### src/rtl/audio_voice_mixer.sv
// Time-multiplexed signed voice mixer: one MAC per cycle, master gain, range limit.
// Define MIXER_SATURATION_EN to clamp the output (and report clip_o); otherwise it wraps.
module audio_voice_mixer #(
  parameter int CHANNELS     = 8,
  parameter int SAMPLE_WIDTH = 16,
  parameter int GAIN_WIDTH   = 16
) (
  input  logic                             clk_i,
  input  logic                             rst_i,
  input  logic                             sample_valid_i,
  input  logic [CHANNELS*SAMPLE_WIDTH-1:0] channel_sample_i,
  input  logic [CHANNELS*GAIN_WIDTH-1:0]   channel_gain_i,
  input  logic [CHANNELS-1:0]              channel_enable_i,
  input  logic [GAIN_WIDTH-1:0]            master_gain_i,
  output logic                             busy_o,
  output logic [SAMPLE_WIDTH-1:0]          mixed_sample_o,
  output logic                             mixed_valid_o,
  output logic                             clip_o,
  output logic                             frame_drop_o
);

  // state      | meaning
  // IDLE       | waiting for a frame strobe
  // ACCUMULATE | one channel product added per cycle
  // SCALE      | master gain and range limit, result registered
  // OUTPUT     | mixed_valid_o high, then back to IDLE

  localparam int IW  = (CHANNELS > 1) ? $clog2(CHANNELS) : 1;
  localparam int AW  = SAMPLE_WIDTH + $clog2(CHANNELS) + 1;
  localparam int PW  = SAMPLE_WIDTH + GAIN_WIDTH;
  localparam int SW2 = AW + GAIN_WIDTH;
  localparam logic [IW-1:0] LAST_IDX = IW'(CHANNELS - 1);

  typedef enum logic [1:0] {IDLE, ACCUMULATE, SCALE, OUTPUT} state_t;

  state_t                         state;
  logic [IW-1:0]                  idx;
  logic signed [AW-1:0]           acc;
  logic signed [SAMPLE_WIDTH-1:0] snap_sample [CHANNELS];
  logic signed [GAIN_WIDTH-1:0]   snap_gain   [CHANNELS];
  logic [CHANNELS-1:0]            snap_en;
  logic signed [GAIN_WIDTH-1:0]   snap_master;

  logic signed [PW-1:0]           prod;
  logic signed [PW-1:0]           prod_sh;
  logic signed [AW-1:0]           term;
  logic signed [SW2-1:0]          scaled;
  logic signed [SW2-1:0]          scaled_sh;
  logic [SAMPLE_WIDTH-1:0]        result;
  logic                           clip_next;

  always_comb begin
    prod      = snap_sample[idx] * snap_gain[idx];
    prod_sh   = prod >>> (GAIN_WIDTH - 1);
    term      = snap_en[idx] ? AW'(prod_sh) : '0;
    scaled    = acc * snap_master;
    scaled_sh = scaled >>> (GAIN_WIDTH - 1);
    result    = '0;
    clip_next = 1'b0;
`ifdef MIXER_SATURATION_EN
    // In range only if every bit from the output sign bit upward agrees.
    if ((&scaled_sh[SW2-1:SAMPLE_WIDTH-1]) || !(|scaled_sh[SW2-1:SAMPLE_WIDTH-1])) begin
      result = scaled_sh[SAMPLE_WIDTH-1:0];
    end else begin
      clip_next = 1'b1;
      result    = scaled_sh[SW2-1] ? {1'b1, {(SAMPLE_WIDTH-1){1'b0}}}
                                   : {1'b0, {(SAMPLE_WIDTH-1){1'b1}}};
    end
`else
    result = SAMPLE_WIDTH'(scaled_sh);
`endif
  end

  always_ff @(posedge clk_i or posedge rst_i) begin
    if (rst_i) begin
      state          <= IDLE;
      idx            <= '0;
      acc            <= '0;
      snap_en        <= '0;
      snap_master    <= '0;
      for (int ch = 0; ch < CHANNELS; ch++) begin
        snap_sample[ch] <= '0;
        snap_gain[ch]   <= '0;
      end
      busy_o         <= 1'b0;
      mixed_sample_o <= '0;
      mixed_valid_o  <= 1'b0;
      clip_o         <= 1'b0;
      frame_drop_o   <= 1'b0;
    end else begin
      frame_drop_o  <= sample_valid_i && (state != IDLE);
      mixed_valid_o <= 1'b0;
      clip_o        <= 1'b0;
      case (state)
        IDLE: begin
          if (sample_valid_i) begin
            for (int ch = 0; ch < CHANNELS; ch++) begin
              snap_sample[ch] <= channel_sample_i[ch*SAMPLE_WIDTH +: SAMPLE_WIDTH];
              snap_gain[ch]   <= channel_gain_i[ch*GAIN_WIDTH +: GAIN_WIDTH];
            end
            snap_en     <= channel_enable_i;
            snap_master <= master_gain_i;
            acc         <= '0;
            idx         <= '0;
            busy_o      <= 1'b1;
            state       <= ACCUMULATE;
          end
        end
        ACCUMULATE: begin
          acc <= acc + term;
          if (idx == LAST_IDX) begin
            idx   <= '0;
            state <= SCALE;
          end else begin
            idx <= idx + 1'b1;
          end
        end
        SCALE: begin
          mixed_sample_o <= result;
          mixed_valid_o  <= 1'b1;
          clip_o         <= clip_next;
          state          <= OUTPUT;
        end
        OUTPUT: begin
          busy_o <= 1'b0;
          state  <= IDLE;
        end
        default: state <= IDLE;
      endcase
    end
  end

endmodule

### config.mk
export PLATFORM = sky130hd
export DESIGN_NAME = audio_voice_mixer
export DESIGN_NICKNAME = d
export VERILOG_FILES = /design/src/rtl/audio_voice_mixer.sv
export SDC_FILE = /design/constraint.sdc
export NUM_CORES = 2
export LEC_CHECK = 0
export CAP_MARGIN = 20
export CORE_MARGIN = 2
export CORE_UTILIZATION = 25
export CTS_CLUSTER_SIZE = 12
export DETAILED_ROUTE_END_ITERATION = 8
export DONT_BUFFER_PORTS = 1
export GPL_ROUTABILITY_DRIVEN = 0
export HOLD_SLACK_MARGIN = 0.12
export PLACE_DENSITY = 0.36
export SYNTH_ARGS = -nofsm -noshare
export SYNTH_HDL_FRONTEND = slang
export SYNTH_SLANG_ARGS = --single-unit
### constraint.sdc
create_clock -name clk_i -period 12.32 [get_ports clk_i]
set_input_delay 1.848 -clock clk_i [delete_from_list [all_inputs] [get_ports clk_i]]
set_output_delay 1.848 -clock clk_i [all_outputs]
set_load 0.02 [all_outputs]
==> parameters.txt <==
Parameter                              Value

Run status
  Run status ... complete, no violations

Synthesis
  Sequential element share of the synthesized area ... a little under a quarter
  Primary flip-flop cell chosen by synthesis mapping ... dfrtp_1
  Share of flip-flops with an asynchronous set or reset ... 100%
  Netlist Area Pre-Place ... 0.0343 mm2
  Count of cell types in the netlist ... 76
  Area fraction of the dominant cell type after synthesis ... 31.3%
  Commonest cells in the netlist ... inv_1, fa_1, nand2_1
  Synthesized area per cell ... approximately 11 um2
  Number of warnings printed during yosys synthesis ... 0
  Most numerous cell in the Yosys netlist ... inv_1
  Number of flops mapped to enable cells by yosys ... 0
  Number of flip-flops and latches in the synthesized netlist ... 324
  Cells taking the most area after synthesis ... fa_1, dfrtp_1, mux2_2
  Dominant cell type by area after synthesis ... fa_1
  Mapped Nets ... 4159
  Number of instances in the synthesized netlist ... 3156

Clock network
  CTS clk-pin slew, worst paths ... 0.06 ns
  TritonCTS buffer count ... 44
  Number of sinks handled by clock tree synthesis ... 324
  Clock tree buffer depth ... 3
  Hold-fix buffer count after cts ... 0
  Clock Latency Late Sink ... 0.63 ns
  Clock H-tree levels ... 2
  Buffer count from post-CTS setup fixing ... 0
  Clock Root Buffer ... clkbuf_16
  Number of instances resized during post-cts repair ... 0
  TritonCTS clock tree ... built

Routing
  Count of antenna-violating nets left after detailed routing ... 0
  DRC violation count after routing ... 0
  Total detailed-routing wirelength ... 102 mm
  Iter 0 DRT Violations ... 888
  Total number of vias ... 21600
  Detailed-route wire length per cell ... about 20 um
  DRT Pass-1 Iters ... 5
  Avg Vias per Cell ... 4.38

Worst hold path
  HP Class ... reg -> reg

Timing
  Worst setup slack after layout ... between 1.5 and 2 ns
  Setup repair after global routing missed its margin ... no
  Slew Limit Fails ... 0
  Max-slew headroom at the worst pin ... around 23%
  Count of endpoints failing setup in the final report ... 0
  Highest clock frequency the design can meet ... ~93 MHz
  Worst-margin pin slew ... between 1 and 1.5 ns
  Final Hold Viols ... 0
  Layout Skew ... 0.0345 ns
  Final worst path period share ... 87.5%
  Setup_tns ... 0 ns
  Final Critical Period ... 10.79 ns

Run
  Reported max-cap violation count ... 0

Floorplan
  Initial core utilization ... roughly 25%
  Row count ... between 100 and 150
  I/O pin cnt ... 303
  Die boundary width ... 375 um
  Vertical extent of the die ... 375 um
  Floorplan die area ... 0.140 mm2
  Floorplan Core Area ... 0.136 mm2

Critical path
  Data arrival time of the critical path ... about 11 ns
  Required time reported for the critical path endpoint ... about 13 ns
  Cell family with the largest share of critical-path delay ... compound AO/OA/AOI/OAI gates
  Largest driver fanout on the critical path ... 42
  Library cell contributing the largest single delay on the critical path ... dfrtp_4
  Crit path capture type ... flop
  Dominant cell type by count on the critical path ... fa_1
  Worst Path Class, Setup ... reg -> reg
  Startpoint types ... flop
  Delay of the slowest cell on the worst path ... 0.97 ns
  Count of buffering cells on the critical path with inverters included ... 4

Global route
  Overall overflow remaining after global route ... 0
  Largest net degree at the start of global routing ... 168
  Via count of the first global-routing pass ... 23800
  Number of antenna violations at the first check in global routing ... 59
  All-Layer GR Usage ... 14.7%
  First-pass GRT wire length ... 157 mm

Finish
  Ratio of cells with drive above 1 in the final layout ... 16.5%
  Non-filler cells in the finished layout ... ~5000
  Utilization after layout ... between 20 and 30%
  Area growth, synth to finish ... 10.5%
  Filler cells ... 14300
  Final Net Count ... 4118

Place
  Placement Setup Slack ... 1.42 ns
  I/O Buffers ... 0
  Placed cell count ... 4850
  DPL Wire Length ... ~80 mm
## cell usage in the layout (no fill, tap or decap), types with 7 or more instances in the layout
cell       count
buf_4         41
mux2i_1       28
nor2b_1        8
o21a_1         7
diode_2       12
clkbuf_8      10
nand2b_1      22
clkinv_2       7
nor2_1       150
ha_1         184
xnor2_1       41
clkbuf_16     44
inv_1        611
xor2_1        23
dfrtp_1      321
nand2_1      353
nor3_1        18
and3_1        10
clkbuf_1       9
mux2_2       314
fa_1         536
mux4_2        64
and2_1       116
o21ai_0       21
a211oi_1       8
a21o_1        37
nand3_1       16
a21oi_1       39
## routing by layer
metal / global-route usage (%) / vias to the layer above / routed length, um / part of all wire, %
met2: 24.1 / 399 / 47100 / 46
met4: 3.39 / 80 / 2430 / 2.4
li1: - / 9842 / - / -
met1: 19.4 / 11100 / 46100 / 45
met5: 0 / - / 471 / 0.46
met3: 3.89 / 186 / 5690 / 5.6
## flip-flops by register name (all words and copies together), names as in the netlist
name	flops
snap_en	8
snap_gain	128
state	2
acc	20
snap_master	16
busy_o	1
idx	3
snap_sample	128
frame_drop_o	1
mixed_valid_o	1
mixed_sample_o	16
## per-stage QoR
stage	hold WS (ns)	area, um2
after floorplan	0.474	34300
after global placement	0.482	36400
after detailed placement	0.488	36400
after CTS	0.502	37900
after global routing	0.513	37900
final	0.500	37900
## final timing paths
kind / from / end / slack, ns / cells past startpoint
max reg2reg: idx[0] / acc[19] / 1.53 / 38
min in group asynchronous: rst_i / snap_gain[23] / 1.22 / 1
min reg2reg: snap_sample[52] / snap_sample[52] / 0.50 / 1
max in group asynchronous: rst_i / snap_master[2] / 9.56 / 2
min: snap_sample[52] / snap_sample[52] / 0.50 / 1
max: idx[0] / acc[19] / 1.53 / 38
## logic make-up (layout without fill, tap and decap cells)
logic type | count (synthesis) | in the layout | synth area share (%)
fa+ha+maj | 722 | 722 | 38.0
other cells | 1 | 13 | 0.0109
buf+inv | 743 | 736 | 8.20
mux | 411 | 411 | 15.5
compound gates | 174 | 174 | 3.66
flops | 324 | 324 | 23.6
simple gates | 717 | 717 | 9.34
xor+xnor | 64 | 64 | 1.63
## final cells by class
cell class,instances,area [um2],area share [%]
Antenna cell,12,30.0,0.0791
Clock buffer,63,1270,3.35
Clock inverter,17,215,0.567
Inverter,613,2310,6.08
Multi-Input combinational cell,2089,23400,61.7
Sequential cell,324,8120,21.4
Tap cell,1781,2230,5.87
Timing Repair Buffer,43,348,0.917
Power is not shown: default switching activity piles up to over one toggle a cycle in this logic, so the estimate is an artifact.
